`config.mk`:
```
export PLATFORM = sky130hd
export DESIGN_NAME = fetch_stage
export DESIGN_NICKNAME = d
export VERILOG_FILES = /design/src/rtl/riscv_pkg.sv /design/src/rtl/ifid_reg.sv /design/src/rtl/fetch_stage.sv
export SDC_FILE = /design/constraint.sdc
export NUM_CORES = 1
export LEC_CHECK = 0
export CAP_MARGIN = 20
export CORE_UTILIZATION = 44
export DETAILED_ROUTE_END_ITERATION = 8
export PLACE_DENSITY = 0.81
export SLEW_MARGIN = 20
export SYNTH_ARGS = -nofsm -noshare
export SYNTH_HDL_FRONTEND = slang
export SYNTH_SLANG_ARGS = --single-unit
```
`constraint.sdc`:
```
create_clock -name CLK -period 2.7 [get_ports CLK]
set_input_delay 0.81 -clock CLK [delete_from_list [all_inputs] [get_ports CLK]]
set_output_delay 0.81 -clock CLK [all_outputs]
set_load 0.01 [all_outputs]
```
`src/rtl/riscv_pkg.sv`:
```
// Shared types and constants for the RV32I pipeline stages.
package riscv_pkg;

  localparam logic [31:0] NOP_INSTR = 32'h0000_0013;
  localparam logic [31:0] RESET_PC  = 32'h0000_0000;

  typedef enum logic {BOOT, RUN} fetch_state_t;

  typedef struct packed {
    logic [31:0] pc;
    logic [31:0] instr;
    logic        valid;
  } ifid_t;

endpackage

```
`src/rtl/ifid_reg.sv`:
```
// IF/ID pipeline register with hold and flush; flush beats hold and keeps the old PC.
module ifid_reg
  import riscv_pkg::*;
#(
  parameter logic [31:0] RstPc       = 32'h0000_0000,
  parameter logic [31:0] BubbleInstr = 32'h0000_0013
) (
  input  logic  clk_i,
  input  logic  rst_ni,
  input  logic  hold_i,
  input  logic  flush_i,
  input  ifid_t d_i,
  output ifid_t q_o
);

  ifid_t ifid_d, ifid_q;

  always_comb begin
    ifid_d = ifid_q;
    if (flush_i) begin
      ifid_d.instr = BubbleInstr;
      ifid_d.valid = 1'b0;
    end else if (!hold_i) begin
      ifid_d = d_i;
    end
  end

  always_ff @(posedge clk_i or negedge rst_ni) begin
    if (!rst_ni) begin
      ifid_q.pc    <= RstPc;
      ifid_q.instr <= BubbleInstr;
      ifid_q.valid <= 1'b0;
    end else begin
      ifid_q <= ifid_d;
    end
  end

  assign q_o = ifid_q;

endmodule

```
`src/rtl/fetch_stage.sv`:
```
// Instruction fetch: owns the PC, addresses the ROM and fills the IF/ID register.
module fetch_stage
  import riscv_pkg::fetch_state_t;
  import riscv_pkg::ifid_t;
  import riscv_pkg::BOOT;
  import riscv_pkg::RUN;
#(
  parameter logic [31:0] RESET_PC  = riscv_pkg::RESET_PC,
  parameter int unsigned ROM_AW    = 10,
  parameter logic [31:0] NOP_INSTR = riscv_pkg::NOP_INSTR
) (
  input  logic              CLK,
  input  logic              RST_n,
  input  logic              STALL,
  input  logic              BRANCH_TAKEN,
  input  logic [31:0]       BRANCH_TARGET,
  output logic [ROM_AW-1:0] INSTRUCTION_ADDRESS,
  input  logic [31:0]       INSTRUCTION,
  output logic [31:0]       PC_IF,
  output logic [31:0]       PC_ID,
  output logic [31:0]       INSTR_ID,
  output logic              VALID_ID,
  output logic              MISALIGNED
);

  fetch_state_t state_d, state_q;
  logic [31:0]  pc_d, pc_q;
  logic         mis_d, mis_q;
  logic         ifid_hold, ifid_flush;
  ifid_t        ifid_in, ifid_out;

  always_comb begin
    state_d    = state_q;
    pc_d       = pc_q;
    mis_d      = 1'b0;
    ifid_hold  = 1'b1;
    ifid_flush = 1'b0;
    unique case (state_q)
      // The first edge out of reset commits nothing so the ROM output settles.
      BOOT: begin
        state_d = RUN;
      end
      RUN: begin
        if (BRANCH_TAKEN) begin
          pc_d       = {BRANCH_TARGET[31:2], 2'b00};
          mis_d      = |BRANCH_TARGET[1:0];
          ifid_flush = 1'b1;
        end else if (!STALL) begin
          pc_d      = pc_q + 32'd4;
          ifid_hold = 1'b0;
        end
      end
      default: state_d = BOOT;
    endcase
  end

  always_ff @(posedge CLK or negedge RST_n) begin
    if (!RST_n) begin
      state_q <= BOOT;
      pc_q    <= RESET_PC;
      mis_q   <= 1'b0;
    end else begin
      state_q <= state_d;
      pc_q    <= pc_d;
      mis_q   <= mis_d;
    end
  end

  always_comb begin
    ifid_in.pc    = pc_q;
    ifid_in.instr = INSTRUCTION;
    ifid_in.valid = 1'b1;
  end

  ifid_reg #(
    .RstPc      (RESET_PC),
    .BubbleInstr(NOP_INSTR)
  ) u_ifid_reg (
    .clk_i  (CLK),
    .rst_ni (RST_n),
    .hold_i (ifid_hold),
    .flush_i(ifid_flush),
    .d_i    (ifid_in),
    .q_o    (ifid_out)
  );

  assign INSTRUCTION_ADDRESS = pc_q[ROM_AW+1:2];
  assign PC_IF               = pc_q;
  assign PC_ID               = ifid_out.pc;
  assign INSTR_ID            = ifid_out.instr;
  assign VALID_ID            = ifid_out.valid;
  assign MISALIGNED          = mis_q;

endmodule

```
==> impl_metrics.env <==
export IMPL_outcome="finished clean"
export IMPL_ant_nets=0
export IMPL_synthArstFlopShare=1.00
export IMPL_critPathKind="flop to output port"
export IMPL_fmax_mhz=441
export IMPL_synth_cell_type_count=54
export IMPL_yosys_warnings=0
export IMPL_numCtsBuffers=9
export IMPL_maxCapViolations=0
export IMPL_ff2ff_path_depth=5
export IMPL_first_pass_iters=4
export IMPL_cp_startpoint="PC_IF[9]"
export IMPL_synth_simple_area_share=0.220
export IMPL_cts_tree="done"
export IMPL_synth_top_flop_cell="dfrtp_1"
export IMPL_die_h_um=103
export IMPL_start_kind="flop"
export IMPL_synth_top_family_by_area="simple AND/OR/NAND/NOR gates"
export IMPL_rr_startpoint="PC_IF[15]"
export IMPL_io_pins=176
export IMPL_tightest_slew_ns=0.848
export IMPL_finalSetupTns_ns=0
export IMPL_synthXorXnorAreaFrac=0
export IMPL_grt_start_max_net_pins=82
export IMPL_antennaDiodeCount=0
export IMPL_root_buffer="clkbuf_8"
export IMPL_crit_fanout=10
export IMPL_slew_violations=0
export IMPL_dieArea_um2=10500
export IMPL_synthTopCellsByCount="106 x nand2_1, 92 x dfrtp_1, 32 x a22o_1, 25 x clkbuf_1, 22 x nor2_1"
export IMPL_worst_slack_ns=0.430
export IMPL_rows=36
export IMPL_seqCellArea_um2=2380
export IMPL_synth_edf_count=0
export IMPL_clock_path_buffers=2
export IMPL_cp_slowest_cell="clkdlybuf4s50_1"
export IMPL_clkTransAtPathRegs_ns=0.10
export IMPL_numClockSinks=95
export IMPL_timing_slew_headroom=0.435
export IMPL_grt_overflow=0
export IMPL_fin_crit_sh=0.841
export IMPL_setup_violations=0
export IMPL_n_fill_cell=825
export IMPL_synth_most_common_cell="nand2_1"
export IMPL_port_buffers=171
export IMPL_post_cts_setup_buffers=0
export IMPL_pre_cts_ws_ns=0.181
export IMPL_syn_area_um2=4460
export IMPL_syn_inst=469
export IMPL_synth_seq_cells=95
export IMPL_ir_worst_vdd_mv=0.313
export IMPL_core_um2=9820
export IMPL_synth_top_area_share=0.516
export IMPL_holdBufCountCts=0
export IMPL_yosys_area_top_type="dfrtp_1"
export IMPL_synth_area_leaders="dfrtp_1 52%, nand2_1 8.9%, a22o_1 6.3%"
export IMPL_cp_buffers_inverters=1
export IMPL_cp_top_family="buffers and inverters"
export IMPL_cts_max_level=3
export IMPL_die_w_um=103
export IMPL_yosysSeqAreaShare=0.534
export IMPL_ctsResizeCount=0
export IMPL_skew_ns=0.0149
export IMPL_min_path_type="input pin to asynchronous set/reset pin"
export IMPL_max_stage_delay_ns=0.60
export IMPL_final_min_clock_period_ns=2.27
export IMPL_wl_per_cell_um=16.5
export IMPL_viasPerCell=5.41
export IMPL_reg2reg_to="PC_IF[27]"
export IMPL_areaGrowthSynthToFinish_pct=45.1
export IMPL_crit_path_cell_trace="clkdlybuf4s50_1"
export IMPL_synth_mux_area_frac=0.0112
export IMPL_synth_avg_cell_area_um2=9.51
export IMPL_vias=4109
export IMPL_multiInputGateArea_um2=1830
export IMPL_drive_gt1_frac=0.0734
export IMPL_drtIter0Drc=157
export IMPL_nets=691
export IMPL_worst_ep_required_time_ns=1.89
export IMPL_crit_path_end_kind="output port"
export IMPL_cp_arrival_ns=1.46
export IMPL_wl_mm=12.5
export IMPL_yosys_area_share_adder=0.00281
export IMPL_p_leak_nw=2.79
export IMPL_start_util=0.454
export IMPL_r2r_slack_ns=0.53
export IMPL_grt_pass1_vias=3947
export IMPL_final_hold_viol_count=0
export IMPL_rsz0062_at_grt="no"
export IMPL_antenna_found_initial=0
export IMPL_grt_pass1_wl_mm=19.6
export IMPL_gp_congestion=0.834
export IMPL_dp_hpwl_mm=8.90
export IMPL_synth_compound_area_frac=0.171
export IMPL_route_detailed_drc=0
export IMPL_p_per_area_nw_per_um2=611
export IMPL_insertion_delay_ns=0.35
export IMPL_grt_use_total=0.245
layout make-up:
class                   instances  area share
multi-input cells             323       0.283
flip-flops and latches         95       0.368
well taps                     133      0.0257
clock inverters                 3      0.0101
inverters                       6     0.00348
clock buffers                  13      0.0261
repair buffers                187       0.284
worst max-delay path by stage:
stage	end	slack, ns	cells after the start
2_1_floorplan	u_ifid_reg.q_o[31]	0.47	7
3_3_place_gp	PC_IF[21]	0.26	6
3_5_place_dp	PC_IF[21]	0.18	6
4_1_cts	INSTRUCTION_ADDRESS[7]	0.41	1
5_1_grt	INSTRUCTION_ADDRESS[0]	0.36	1
6_report	INSTRUCTION_ADDRESS[7]	0.43	1
placed cells by master (no fill, tap or decap), types with 3 or more instances in the layout:
master / count
clkdlybuf4s50_1: 169
nand2_1: 105
dfrtp_1: 92
a22o_1: 32
nor2_1: 22
o21ai_0: 18
a21oi_1: 18
nor3_1: 17
buf_4: 16
nand3_1: 12
clkbuf_8: 12
nand2b_1: 9
a311oi_1: 8
inv_1: 6
nor4_1: 6
and3_1: 5
mux2i_1: 5
o31ai_1: 5
conb_1: 5
nand3b_1: 4
nor2b_1: 4
and2_1: 3
o22a_1: 3
and4_1: 3
nand4_1: 3
nor3b_1: 3
dfstp_2: 3
per-stage QoR:
step / power, mW / hold slack [ns] / util / instances / area, um^2
floorplan: 2.26 / 0.493 / - / 472 / 4470
global placement: 2.88 / 0.457 / 0.635 / 744 / 6240
detailed placement: 2.92 / 0.465 / 0.635 / 744 / 6240
CTS: 3.99 / 0.281 / 0.659 / 760 / 6470
global route: 4.17 / 0.286 / 0.659 / 760 / 6470
finish: 3.96 / 0.290 / 0.659 / 760 / 6470
power by group:
part / switching, mW / internal, mW / leakage (nW)
Sequential: 0.205 / 1.62 / 1.18
Clock: 0.474 / 0.597 / 0.120
Combinational: 0.445 / 0.614 / 1.49
Total: 1.12 / 2.83 / 2.79
sequential cells by signal, summed over array words and instances, names as in the netlist:
signal and flops:
MISALIGNED 1, PC_IF 30, state_q 1, u_ifid_reg.q_o 63
routing by layer:
layer | GRT usage | part of all wire | vias up
li1 | - | - | 1935
met1 | 0.314 | 0.43 | 1968
met2 | 0.389 | 0.46 | 184
met3 | 0.0678 | 0.090 | 22
met4 | 0.108 | 0.023 | 0
met5 | 0 | 0 | -
cells by family (layout without fill, tap and decap cells):
| kind of cell | Yosys count | count (layout) |
|---|---|---|
| flip-flops | 95 | 95 |
| AND/OR/NAND/NOR | 208 | 208 |
| AO/OA/AOI/OAI | 104 | 104 |
| adder cells (fa/ha/maj) | 1 | 1 |
| buffers and inverters | 54 | 209 |
| multiplexers | 5 | 5 |
| other | 2 | 5 |
(Power assumes the default switching activity.)
